[src/rtl/hba_gpio_n.sv]
// rtl/hba_gpio_n.sv - HBA bus GPIO peripheral with per-pin debounce and edge interrupts
module hba_gpio_n #(
  parameter int DBUS_WIDTH        = 8,
  parameter int PERIPH_ADDR_WIDTH = 4,
  parameter int REG_ADDR_WIDTH    = 8,
  parameter int ADDR_WIDTH        = PERIPH_ADDR_WIDTH + REG_ADDR_WIDTH,
  parameter int PERIPH_ADDR       = 0,
  parameter int NUM_PINS          = 8
) (
  input  logic                  hba_clk,
  input  logic                  hba_reset,
  input  logic                  hba_rnw,
  input  logic                  hba_select,
  input  logic [ADDR_WIDTH-1:0] hba_abus,
  input  logic [DBUS_WIDTH-1:0] hba_dbus,
  output logic [DBUS_WIDTH-1:0] hba_dbus_slave,
  output logic                  hba_xferack_slave,
  output logic                  slave_interrupt,
  output logic [NUM_PINS-1:0]   gpio_out_en,
  output logic [NUM_PINS-1:0]   gpio_out_sig,
  input  logic [NUM_PINS-1:0]   gpio_in_sig
);

  localparam logic [REG_ADDR_WIDTH-1:0] R_DIR  = REG_ADDR_WIDTH'(0);
  localparam logic [REG_ADDR_WIDTH-1:0] R_PINS = REG_ADDR_WIDTH'(1);
  localparam logic [REG_ADDR_WIDTH-1:0] R_IEN  = REG_ADDR_WIDTH'(2);
  localparam logic [REG_ADDR_WIDTH-1:0] R_RISE = REG_ADDR_WIDTH'(3);
  localparam logic [REG_ADDR_WIDTH-1:0] R_FALL = REG_ADDR_WIDTH'(4);
  localparam logic [REG_ADDR_WIDTH-1:0] R_STAT = REG_ADDR_WIDTH'(5);
  localparam logic [REG_ADDR_WIDTH-1:0] R_DEB  = REG_ADDR_WIDTH'(6);

  logic [NUM_PINS-1:0]   dir, latch, intr_en, rise_en, fall_en, intr_stat;
  logic [DBUS_WIDTH-1:0] debounce;
  logic [NUM_PINS-1:0]   sync1, sync2, deb, prev_deb;
  logic [DBUS_WIDTH-1:0] cnt [NUM_PINS];

  logic [REG_ADDR_WIDTH-1:0]    reg_sel;
  logic [PERIPH_ADDR_WIDTH-1:0] periph_sel;
  logic                         access, wr, rd;
  logic [DBUS_WIDTH-1:0]        rdata;
  logic [NUM_PINS-1:0]          wdata, stat_clr, stat_set, stat_next;

  assign reg_sel    = hba_abus[REG_ADDR_WIDTH-1:0];
  assign periph_sel = hba_abus[ADDR_WIDTH-1 -: PERIPH_ADDR_WIDTH];
  // An acked cycle never starts a second access, so back-to-back selects alternate.
  assign access     = hba_select && (periph_sel == PERIPH_ADDR_WIDTH'(PERIPH_ADDR)) && !hba_xferack_slave;
  assign wr         = access && !hba_rnw;
  assign rd         = access && hba_rnw;
  assign wdata      = hba_dbus[NUM_PINS-1:0];

  assign gpio_out_en  = dir;
  assign gpio_out_sig = latch;

  always_comb begin
    rdata = '0;
    case (reg_sel)
      R_DIR:   rdata[NUM_PINS-1:0] = dir;
      R_PINS:  rdata[NUM_PINS-1:0] = (latch & dir) | (deb & ~dir);
      R_IEN:   rdata[NUM_PINS-1:0] = intr_en;
      R_RISE:  rdata[NUM_PINS-1:0] = rise_en;
      R_FALL:  rdata[NUM_PINS-1:0] = fall_en;
      R_STAT:  rdata[NUM_PINS-1:0] = intr_stat;
      R_DEB:   rdata = debounce;
      default: rdata = '0;
    endcase
  end

  // A new edge wins over a simultaneous write-1-to-clear.
  always_comb begin
    stat_clr  = (wr && reg_sel == R_STAT) ? wdata : '0;
    stat_set  = ~dir & intr_en & ((deb & ~prev_deb & rise_en) | (~deb & prev_deb & fall_en));
    stat_next = (intr_stat & ~stat_clr) | stat_set;
  end

  always_ff @(posedge hba_clk or posedge hba_reset) begin
    if (hba_reset) begin
      hba_xferack_slave <= 1'b0;
      hba_dbus_slave    <= '0;
      slave_interrupt   <= 1'b0;
      dir               <= '0;
      latch             <= '0;
      intr_en           <= '0;
      rise_en           <= '0;
      fall_en           <= '0;
      intr_stat         <= '0;
      debounce          <= '0;
    end else begin
      hba_xferack_slave <= access;
      hba_dbus_slave    <= rd ? rdata : '0;
      intr_stat         <= stat_next;
      slave_interrupt   <= |(intr_stat & intr_en);
      if (wr) begin
        case (reg_sel)
          R_DIR:   dir      <= wdata;
          R_PINS:  latch    <= wdata;
          R_IEN:   intr_en  <= wdata;
          R_RISE:  rise_en  <= wdata;
          R_FALL:  fall_en  <= wdata;
          R_DEB:   debounce <= hba_dbus;
          default: ;
        endcase
      end
    end
  end

  // Per-pin debounce: deb adopts sync once it has differed for DEBOUNCE+1 cycles.
  always_ff @(posedge hba_clk or posedge hba_reset) begin
    if (hba_reset) begin
      sync1    <= '0;
      sync2    <= '0;
      deb      <= '0;
      prev_deb <= '0;
      for (int i = 0; i < NUM_PINS; i++) cnt[i] <= '0;
    end else begin
      sync1    <= gpio_in_sig;
      sync2    <= sync1;
      prev_deb <= deb;
      for (int i = 0; i < NUM_PINS; i++) begin
        if (sync2[i] == deb[i]) begin
          cnt[i] <= '0;
        end else if (cnt[i] == debounce) begin
          deb[i] <= sync2[i];
          cnt[i] <= '0;
        end else if (cnt[i] != {DBUS_WIDTH{1'b1}}) begin
          cnt[i] <= cnt[i] + DBUS_WIDTH'(1);
        end
      end
    end
  end

endmodule
[config.mk]
export PLATFORM = sky130hd
export DESIGN_NAME = hba_gpio_n
export DESIGN_NICKNAME = d
export VERILOG_FILES = /design/src/rtl/hba_gpio_n.sv
export SDC_FILE = /design/constraint.sdc
export NUM_CORES = 1
export LEC_CHECK = 0
export CORE_MARGIN = 3
export CORE_UTILIZATION = 35
export CTS_CLUSTER_SIZE = 40
export DETAILED_ROUTE_END_ITERATION = 7
export HOLD_SLACK_MARGIN = 0.06
export PLACE_DENSITY = 0.59
export SYNTH_ARGS = -nofsm -noshare
export SYNTH_HDL_FRONTEND = slang
export SYNTH_SLANG_ARGS = --single-unit
export TNS_END_PERCENT = 1
[constraint.sdc]
create_clock -name hba_clk -period 18.6 [get_ports hba_clk]
set_clock_uncertainty 0.15 [all_clocks]
set_input_delay 4.65 -clock hba_clk [delete_from_list [all_inputs] [get_ports hba_clk]]
set_output_delay 4.65 -clock hba_clk [all_outputs]
set_load 0.05 [all_outputs]
Yosys cells after proc, flatten, opt, wreduce, memory -nomap -nowiden
Cells that the tools add are included.

cells by class
  add/sub/neg operators = 8
  equality and inequality tests = 30
  mux-type cells = 27
  bitwise operators = 25
  reduce and logical (&&, ||, !) cells = 32

operators by type and width
  operator               number
  $mux W8                26
  $and A8 B8 Y8          10
  $add A8 B1 Y8 const B  8
  $eq A8 B8 Y1           8
  $ne A8 B8 Y1 const B   8
  $pmux W8 S7            1
  $not A8 Y8             4
  $reduce_and A2 Y1      14
  $eq A8 B3 Y1 const B   3
  $or A8 B8 Y8           3
  $reduce_bool A3 Y1     8
  $eq A8 B2 Y1 const B   2
  $eq A1 B1 Y1           8
  $eq A8 B1 Y1 const B   1
  $logic_not A8 Y1       1
  $not A1 Y1             8
  $reduce_or A8 Y1       1
  $logic_and A1 B1 Y1    5
  $logic_not A4 Y1       1
  $logic_not A1 Y1       2

storage, ports and cells
  register bits after elaboration = 162
  word-level logic and storage cells = 151

Logic depth before layout (Yosys ltp)
Gate-level depths: netlist of the first run.

  word-level depth = 9
  depth in mapped cells = 6

Least setup slack after synthesis of the first run
OpenSTA, ideal clock, no wires.

  path kind = input to register
  start = in hba_abus[5]
  end = reg fall_en[0]
  arrival = 6.193 ns
  required time = 18.325 ns
  setup slack = 12.132 ns
  cell stages on the path = 6
  path buffers = 2
  cell sequence = or4_1 -> buf_2 -> nor4_4 -> buf_6 -> nand3_4 -> mux2_2

on the way
  cells in the longest elaborated chain, start to end = 2

ends and longest elaborated chain
  item                         line  RTL
  start: declaration           14    input logic [ADDR_WIDTH-1:0] hba_abus,
  $eq A8 B3 Y1                 93    case (reg_sel)
  $reduce_and A2 Y1 (no line)  -
  end signal: assignment       98    R_FALL: fall_en <= wdata;
  end: declaration             32    logic [NUM_PINS-1:0] dir, latch, intr_en, rise_en, fall_en, intr_stat;

Every way passes these cells.
A chain may end at the register's enable or synchronous reset.

Worst setup path after layout of the first run
  start = in hba_abus[1]
  end = reg hba_dbus_slave[5]

on the way
  cells in the longest elaborated chain, start to end = 3
  elaborated cells between the ends (all ways) = 9
  classes of those cells = eq/ne: 6; mux: 2; reduce/logical: 1

ends and longest elaborated chain
  item                                        line  RTL
  $eq A8 B3 Y1, or another cell as far along  56    case (reg_sel)
  $pmux W8 S7 *                               56
  $mux W8 *                                   89    hba_dbus_slave <= rd ? rdata : '0;
  end signal: assignment                      89
  end: declaration                            16    output logic [DBUS_WIDTH-1:0] hba_dbus_slave,

Mark *: on every way between the ends. The rest lies on a longest branch, timed or not.

==> metrics, run 1 <==
status finished, final reports clean; clk slew on worst S/H paths 0.06 ns; CP startpoint kind primary input; # clock sinks 162; Final Max Tran Viols 0; Crit Path Max Fanout 27; most common cell after layout, fill and taps aside dfrtp_1; Avg Cell Area, Syn 10.7 um2; # DRC 0; synthesized instance count 775; Max stage delay on crit path 0.97 ns; post-CTS resize count 0; Yosys cell types 50; hold endpoint sync2[1]$_DFF_PP0_; Final Hold Fails 0; Setup TNS 0 ns; Via density 5.32; reg2reg end debounce[1]$_DFFE_PP0P_; fin crit period 7.25 ns; ys flop type dfrtp_1; Root Buffer clkbuf_16; Die Span Y 160 um; number of global-route vias before repair 5980; max_slew headroom 32.5%; Worst Hold Depth 0; final cycle utilization of the critical path 39.0%; worst reg2reg setup slack 16.33 ns; Min Hold Slack 0.193 ns; Critical-path top delay cell nor2b_1; crit path buf inv count 1; RSZ-0062 raised after global routing false; internal power 0.556 mW; CTS Hold Buffers Added 0; setup ws final 11.35 ns; Biggest register cnt; Switching Fraction 22.1%; Worst IR Drop VDD 0.0000399 V; max FFs per register 64; port bufs 57; MaxCap Viol Count 0; Iteration-0 DRC Markers 406; post-layout util 42.0%; sequential share of power 50.6%; Clk pwr share 44.9%; final net count 858; Post-synth ARST share 100%; Slew @ Worst Pin 1.01 ns; CTS tree built; Antenna Violating Nets Remaining 0; Mapped Area 0.00827 mm2; crit end category flip-flop; Leakage Power 3.83 nW; placement-stage worst setup slack 10.98 ns; die width 160 um; final setup vio count 0; largest net degree at the start of global routing 87; FILL cells 2211; dpl cell area 0.00910 mm2; worst min-delay path class flip-flop to flip-flop; r2r worst-path depth 4; Post-synth EDFFs 0; worst-path cell chain clkdlybuf4s50_1 -> nor2b_1 -> nor3b_1 -> a22oi_1 -> a21oi_1; most frequent cells in the layout dfrtp_1, nor2_1, xnor2_1, mux2_2, clkdlybuf4s50_1; Final Wtd Congestion 0.815; IO Pins 58; top cell type's share of synthesized area 49.0%; Die ar. 0.0255 mm2; Comb power frac 4.5%; required time worst endpoint 18.79 ns; synth warn 0; Post-Layout Inst Area 0.00962 mm2; CTS buffer count 17; post-DP HPWL 13600 um; net switching power 0.157 mW; core area 0.0229 mm2; Clock Latency Late Sink 0.42 ns; Hold Startpoint sync1[1]$_DFF_PP0_; Max H-tree Level 4; Cell Pwr Density 74.2 mW/mm2; share of layout cells above drive strength 1 12.1%; gr ovfl total 0; top cells by area, synth dfrtp_1, mux2_2, xnor2_1; Synthesized Nets 815; kind of cell adding the most delay to the critical path simple AND/OR/NAND/NOR gates; Initial Util 36.1%; buffer depth of the longest clock path 2; WS Path Type primary input to flip-flop; Area Growth Syn to Fin 16.4%; register area share after synthesis 49.0%; DR vias 6065; Fmax 0.138 GHz; CP arrival 7.45 ns; diode count 0; Post-CTS Setup Inserts 0; initial antenna violation count 0; Total Routed Length 20400 um; cell taking the most area after synthesis dfrtp_1; flop and latch count out of synthesis 162; FF-to-FF Start hba_xferack_slave$_DFF_PP0_; first-pass GRT wire length 33300 um; drt pass-1 iters 5; GRT Total Usage 16.4%; row cnt 55; routed len/inst 17.9 um
power groups by stage:
stage,registers (mW),clock network [mW],logic [mW]
5_1_grt,0.361,0.344,0.0361
3_3_place_gp,0.367,0,0.0328
6_report,0.361,0.320,0.0324
2_1_floorplan,0.366,0,0.0185
3_5_place_dp,0.367,0,0.0328
4_1_cts,0.361,0.328,0.0330
cell type report:
cell class | count | area (um2) | share of cell area, %
repair buffers | 60 | 593 | 6.16
clock buffers | 21 | 460 | 4.79
clock inverters | 7 | 62.6 | 0.650
flip-flops and latches | 162 | 4050 | 42.1
well taps | 313 | 392 | 4.07
inverters | 13 | 53.8 | 0.559
multi-input cells | 564 | 4010 | 41.6
how the worst max path moves through the flow:
stage           startpoint                          end  slack (ns)  depth (start not counted)
3_5_place_dp   hba_abus[1]  hba_dbus_slave[5]$_DFF_PP0_       10.98                          5
3_3_place_gp   hba_abus[1]  hba_dbus_slave[5]$_DFF_PP0_       11.07                          5
6_report       hba_abus[1]  hba_dbus_slave[5]$_DFF_PP0_       11.35                          5
5_1_grt        hba_abus[1]  hba_dbus_slave[5]$_DFF_PP0_       11.07                          5
2_1_floorplan    hba_reset           cnt[0]$_DFFE_PP0P_        9.42                          1
4_1_cts        hba_abus[1]  hba_dbus_slave[5]$_DFF_PP0_       11.40                          5
worst reg2reg max path, cell delays in order (launching register included):
cell and delay, ns:
dfrtp_1 0.37, nand2b_1 0.20, nor4_4 0.68, nand3_2 0.38
mux2_2 0.37
cells by family (layout without fill, tap and decap cells):
kind of cell / Yosys count / count (layout) / synth area share [%]
muxes: 81 / 81 / 10.8
xor gates and xnor gates: 89 / 89 / 9.43
and+or+nand+nor: 265 / 265 / 17.5
DFF: 162 / 162 / 49.0
buffers and inverters: 49 / 101 / 2.53
adders and majority gates: 8 / 8 / 1.21
AOI/OAI and AO/OA: 121 / 121 / 9.49
per-stage QoR:
stage               total power, mW  std cells
global placement              0.400       1112
detailed placement            0.400       1112
floorplan                     0.385        775
CTS                           0.722       1140
global route                  0.741       1140
finish                        0.714       1140
routing by layer:
| metal | track usage, % | wire length, um | vias up |
|---|---|---|---|
| li1 | - | - | 2885 |
| met1 | 22.7 | 9640 | 2995 |
| met2 | 26.2 | 9470 | 164 |
| met3 | 3.19 | 981 | 21 |
| met4 | 4.97 | 294 | 0 |
| met5 | 0 | 0 | - |
synthesized netlist by cell type, drive strengths merged, types with 6 or more instances:
library cell	count
inv	13
o31ai	6
nor3	23
a21oi	18
nand3b	21
clkbuf	28
mux2i	21
nor2	77
a32o	8
buf	8
nor2b	6
xnor2	66
nand3	26
ha	8
and3	10
nand2	40
nand4	35
a211oi	16
o21ai	36
mux2	59
xor2	23
a31oi	14
dfrtp	162
a22oi	9
Power figures use the tool's default switching activity.
==> inputs of run 2 (changes only) <==
Settings changed: PLACE_DENSITY 0.59 to 0.61.
Clock period 18.6 ns to 6.4 ns, I/O delays scaled along.
==> metrics, run 2 (synthesis results as in run 1) <==
Final Hold Fails 0 (unchanged); number of global-route vias before repair 5857 (-2.1%); Fmax 0.240 GHz; row cnt 55 (unchanged); # clock sinks 162 (unchanged); share of layout cells above drive strength 1 13.0% (+0.87 points); max FFs per register 64 (unchanged); Total Routed Length 19900 um (-2.5%); post-CTS resize count 0 (unchanged); Via density 5.22 (-1.9%); CP startpoint kind primary input; Slew @ Worst Pin 1.04 ns (+0.0314 ns); Die Span Y 160 um (unchanged); IO Pins 58 (unchanged); Post-CTS Setup Inserts 0 (unchanged); fin crit period 4.17 ns; DR vias 5984 (-1.3%); CP arrival 4.32 ns (-3.13 ns); status finished, final reports clean; # DRC 0 (unchanged); Worst Hold Depth 0 (unchanged); worst min-delay path class flip-flop to flip-flop; Initial Util 36.1% (unchanged); largest net degree at the start of global routing 94 (+8.0%); routed len/inst 17.3 um (-3.0%); Crit Path Max Fanout 11 (-59%); Die ar. 0.0255 mm2 (unchanged); Area Growth Syn to Fin 18.2%; required time worst endpoint 6.56 ns (-12.23 ns); clk slew on worst S/H paths 0.06 ns (about the same); die width 160 um (unchanged); first-pass GRT wire length 32600 um (-2.2%); RSZ-0062 raised after global routing false; CTS buffer count 17 (unchanged); Max H-tree Level 4 (unchanged); Final Max Tran Viols 0 (unchanged); final setup vio count 0 (unchanged); Clock Latency Late Sink 0.43 ns (about the same); buffer depth of the longest clock path 2 (unchanged); CTS Hold Buffers Added 0 (unchanged); final net count 860 (+0.23%); Iteration-0 DRC Markers 382 (-5.9%); crit end category flip-flop; Root Buffer clkbuf_16; Leakage Power 3.90 nW (+1.8%); Antenna Violating Nets Remaining 0 (unchanged); Biggest register cnt; Final Wtd Congestion 0.803 (-1.5%); most frequent cells in the layout dfrtp_1, nor2_1, xnor2_1, mux2_2, clkdlybuf4s50_1; Worst IR Drop VDD 0.000150 V (+280%); Cell Pwr Density 233 mW/mm2 (+210%); core area 0.0229 mm2 (unchanged); port bufs 57 (unchanged); overall power 2.28 mW (+220%); drt pass-1 iters 5 (unchanged); max_slew headroom 30.5% (-2.0 points); final cycle utilization of the critical path 65.1%; FILL cells 2222 (+0.50%); Setup TNS 0 ns (unchanged); GRT Total Usage 16.0% (-0.41 points); gr ovfl total 0 (unchanged); post-DP HPWL 13200 um (-3.3%); r2r worst-path depth 4 (unchanged); most common cell after layout, fill and taps aside dfrtp_1; initial antenna violation count 0 (unchanged); diode count 0 (unchanged); CTS tree built; MaxCap Viol Count 0 (unchanged); WS Path Type primary input to flip-flop
-- run 2: worst max-delay path, stage by stage --
cell and delay [ns]:
clkdlybuf4s50_1 0.40, or4_1 0.69, nor4_4 0.87, nand3_2 0.39
mux2_2 0.36
-- run 2: worst paths after layout --
kind | from | slack, ns | endpoint
hold / removal | sync1[0]$_DFF_PP0_ | 0.20 | sync2[0]$_DFF_PP0_
max in group asynchronous | hba_reset | 3.53 | cnt[32]$_DFFE_PP0P_
setup / recovery | hba_abus[5] | 2.23 | debounce[5]$_DFFE_PP0P_
min in group asynchronous | hba_reset | 1.58 | cnt[54]$_DFFE_PP0P_
hold reg to reg | sync1[0]$_DFF_PP0_ | 0.20 | sync2[0]$_DFF_PP0_
setup reg to reg | hba_xferack_slave$_DFF_PP0_ | 4.01 | debounce[5]$_DFFE_PP0P_
-- run 2: routing by layer --
layer  share of wire [%]  wire length (um)  global-route usage (%)  up-vias
met5                   0                 0                       0        -
li1                    -                 -                       -     2888
met2                  45              8920                    24.7      109
met1                  50             10000                    22.8     2970
met3                 3.6               725                    3.14       17
met4                 1.1               227                    4.70        0
-- run 2: final cells by class --
class	count	area, um2	area share, %
Clock buffer	19	453	4.63
Tap cell	313	392	4.01
Sequential cell	162	4050	41.5
Multi-Input combinational cell	564	4010	41.0
Timing Repair Buffer	62	608	6.22
Clock inverter	13	206	2.11
Inverter	13	53.8	0.551
-- run 2: power by group --
part / internal, mW / switching (mW)
registers: 1.04 / 0.0119
clock network: 0.714 / 0.424
logic: 0.0371 / 0.0571
-- run 2: per-stage QoR --
stage	cell area (um2)	worst slack (ns)	hold slack, ns	utilization (%)	std cells
6_report	9770	2.23	0.197	42.6	1146
2_1_floorplan	8270	0.273	0.181	-	775
5_1_grt	9770	2.09	0.204	42.6	1146
3_3_place_gp	9110	1.87	0.183	39.8	1114
3_5_place_dp	9110	1.86	0.185	39.8	1114
4_1_cts	9770	2.29	0.199	42.6	1146
==> inputs of run 3 (changes only) <==
Settings changed: PLACE_DENSITY 0.61 to 0.59.
Clock period 6.4 ns to 4.05 ns, I/O delays scaled along.
==> metrics, run 3 (synthesis results as in run 1) <==
FF-to-FF Start debounce[5]$_DFFE_PP0P_; overall power 3.55 mW (+56%); area of the multi-input gates 0.00401 mm2 (unchanged); share of layout cells above drive strength 1 13.3% (+0.30 points); Leakage Power 3.91 nW (+0.40%); sequential share of power 46.7% (+0.7 points); Clk pwr share 48.8% (-1.1 points); WS Path Type primary input to flip-flop; port bufs 57 (unchanged); drt pass-1 iters 5 (unchanged); Antenna Violating Nets Remaining 0 (unchanged); Final Max Tran Viols 0 (unchanged); routed len/inst 17.2 um (-0.73%); # clock sinks 162 (unchanged); die width 160 um (unchanged); most common cell after layout, fill and taps aside dfrtp_1; Area Growth Syn to Fin 18.7%; CTS Hold Buffers Added 0 (unchanged); max FFs per register 64 (unchanged); Clock Latency Late Sink 0.42 ns (about the same); Max H-tree Level 4 (unchanged); Final Wtd Congestion 0.824 (+2.6%); diode count 0 (unchanged); Fmax 0.316 GHz; CP arrival 3.32 ns (-1.00 ns); fin crit period 3.16 ns; largest net degree at the start of global routing 110 (+17%); Slew @ Worst Pin 0.826 ns (-0.215 ns); core area 0.0229 mm2 (unchanged); beginning of the critical path hba_abus[5]; Via density 5.27 (+0.95%); net switching power 0.752 mW (+53%); crit end category flip-flop; CTS tree built; reg2reg end cnt[42]$_DFFE_PP0P_; max_slew headroom 44.9% (+14 points); initial antenna violation count 0 (unchanged); row cnt 55 (unchanged); Worst IR Drop VDD 0.000250 V (+66%); # DRC 0 (unchanged); RSZ-0062 raised after global routing false; Root Buffer clkbuf_16; required time worst endpoint 4.21 ns (-2.35 ns); most frequent cells in the layout dfrtp_1, nor2_1, xnor2_1, mux2_2, clkdlybuf4s50_1; first-pass GRT wire length 32300 um (-0.93%); Iteration-0 DRC Markers 504 (+32%); Die Span Y 160 um (unchanged); DR vias 6062 (+1.3%); FILL cells 2160 (-2.8%); Setup TNS 0 ns (unchanged); r2r worst-path depth 4 (unchanged); Initial Util 36.1% (unchanged); Post-CTS Setup Inserts 0 (unchanged); Die ar. 0.0255 mm2 (unchanged); final setup vio count 0 (unchanged); end of the critical path debounce[1]$_DFFE_PP0P_; post-CTS resize count 0 (unchanged); Final Hold Fails 0 (unchanged); MaxCap Viol Count 0 (unchanged); CP startpoint kind primary input; GRT Total Usage 15.8% (-0.20 points); final cycle utilization of the critical path 78.1%; clk slew on worst S/H paths 0.06 ns (about the same); status finished, final reports clean; CTS buffer count 17 (unchanged); Total Routed Length 19800 um (-0.38%); buffer depth of the longest clock path 2 (unchanged); register area 0.00405 mm2 (unchanged); Switching Fraction 21.2% (-0.40 points); Comb power frac 4.4% (+0.3 points); worst min-delay path class flip-flop to flip-flop; final net count 865 (+0.58%); post-DP HPWL 13100 um (-0.78%); Crit Path Max Fanout 8 (-3); IO Pins 58 (unchanged); number of global-route vias before repair 5806 (-0.87%); Biggest register cnt; gr ovfl total 0 (unchanged); Cell Pwr Density 361 mW/mm2 (+55%); worst reg2reg setup slack 1.84 ns (-2.17 ns); internal power 2.79 mW (+56%)
## run 3: how the worst min path moves through the flow
stage / slack, ns / startpoint / depth (start not counted) / end
floorplan: 0.18 / sync1[0]$_DFF_PP0_ / 0 / sync2[0]$_DFF_PP0_
global placement: 0.18 / sync1[6]$_DFF_PP0_ / 0 / sync2[6]$_DFF_PP0_
detailed placement: 0.18 / sync1[1]$_DFF_PP0_ / 0 / sync2[1]$_DFF_PP0_
CTS: 0.20 / sync1[1]$_DFF_PP0_ / 0 / sync2[1]$_DFF_PP0_
global route: 0.21 / sync1[3]$_DFF_PP0_ / 0 / sync2[3]$_DFF_PP0_
finish: 0.20 / sync1[1]$_DFF_PP0_ / 0 / sync2[1]$_DFF_PP0_
## run 3: per-stage QoR
stage / setup WS [ns] / instances / utilization, % / hold WS (ns) / instance area (um2)
2_1_floorplan: 0.831 / 775 / - / 0.181 / 8270
3_3_place_gp: 0.491 / 1119 / 40.0 / 0.182 / 9180
3_5_place_dp: 0.443 / 1119 / 40.0 / 0.185 / 9180
4_1_cts: 0.895 / 1150 / 42.8 / 0.199 / 9810
5_1_grt: 0.790 / 1150 / 42.8 / 0.209 / 9810
6_report: 0.888 / 1150 / 42.8 / 0.197 / 9810
## run 3: worst max-delay path: stages
cell	delay (ns)
clkdlybuf4s50_1	0.40
or4_1	0.70
nor4_4	0.54
nand3_2	0.32
mux2_2	0.35
## run 3: cell type report
class / instances / area share (%)
Sequential cell: 162 / 41.3
Multi-Input combinational cell: 564 / 40.8
Timing Repair Buffer: 67 / 6.83
Clock buffer: 22 / 4.93
Tap cell: 313 / 3.99
Clock inverter: 9 / 1.56
Inverter: 13 / 0.536
## run 3: power groups by stage
stage	Sequential [mW]	Combinational (mW)	Clock [mW]
floorplan	1.68	0.0855	0
global placement	1.69	0.159	0
detailed placement	1.69	0.159	0
CTS	1.66	0.160	1.77
global route	1.66	0.174	1.84
finish	1.66	0.157	1.73
## run 3: routing by layer
layer	global-route usage [%]	share of wire, %	up-vias
met5	0	0	-
met4	4.38	1.1	0
met3	3.01	5.0	15
met2	24.2	45	167
met1	22.9	49	2975
li1	-	-	2905
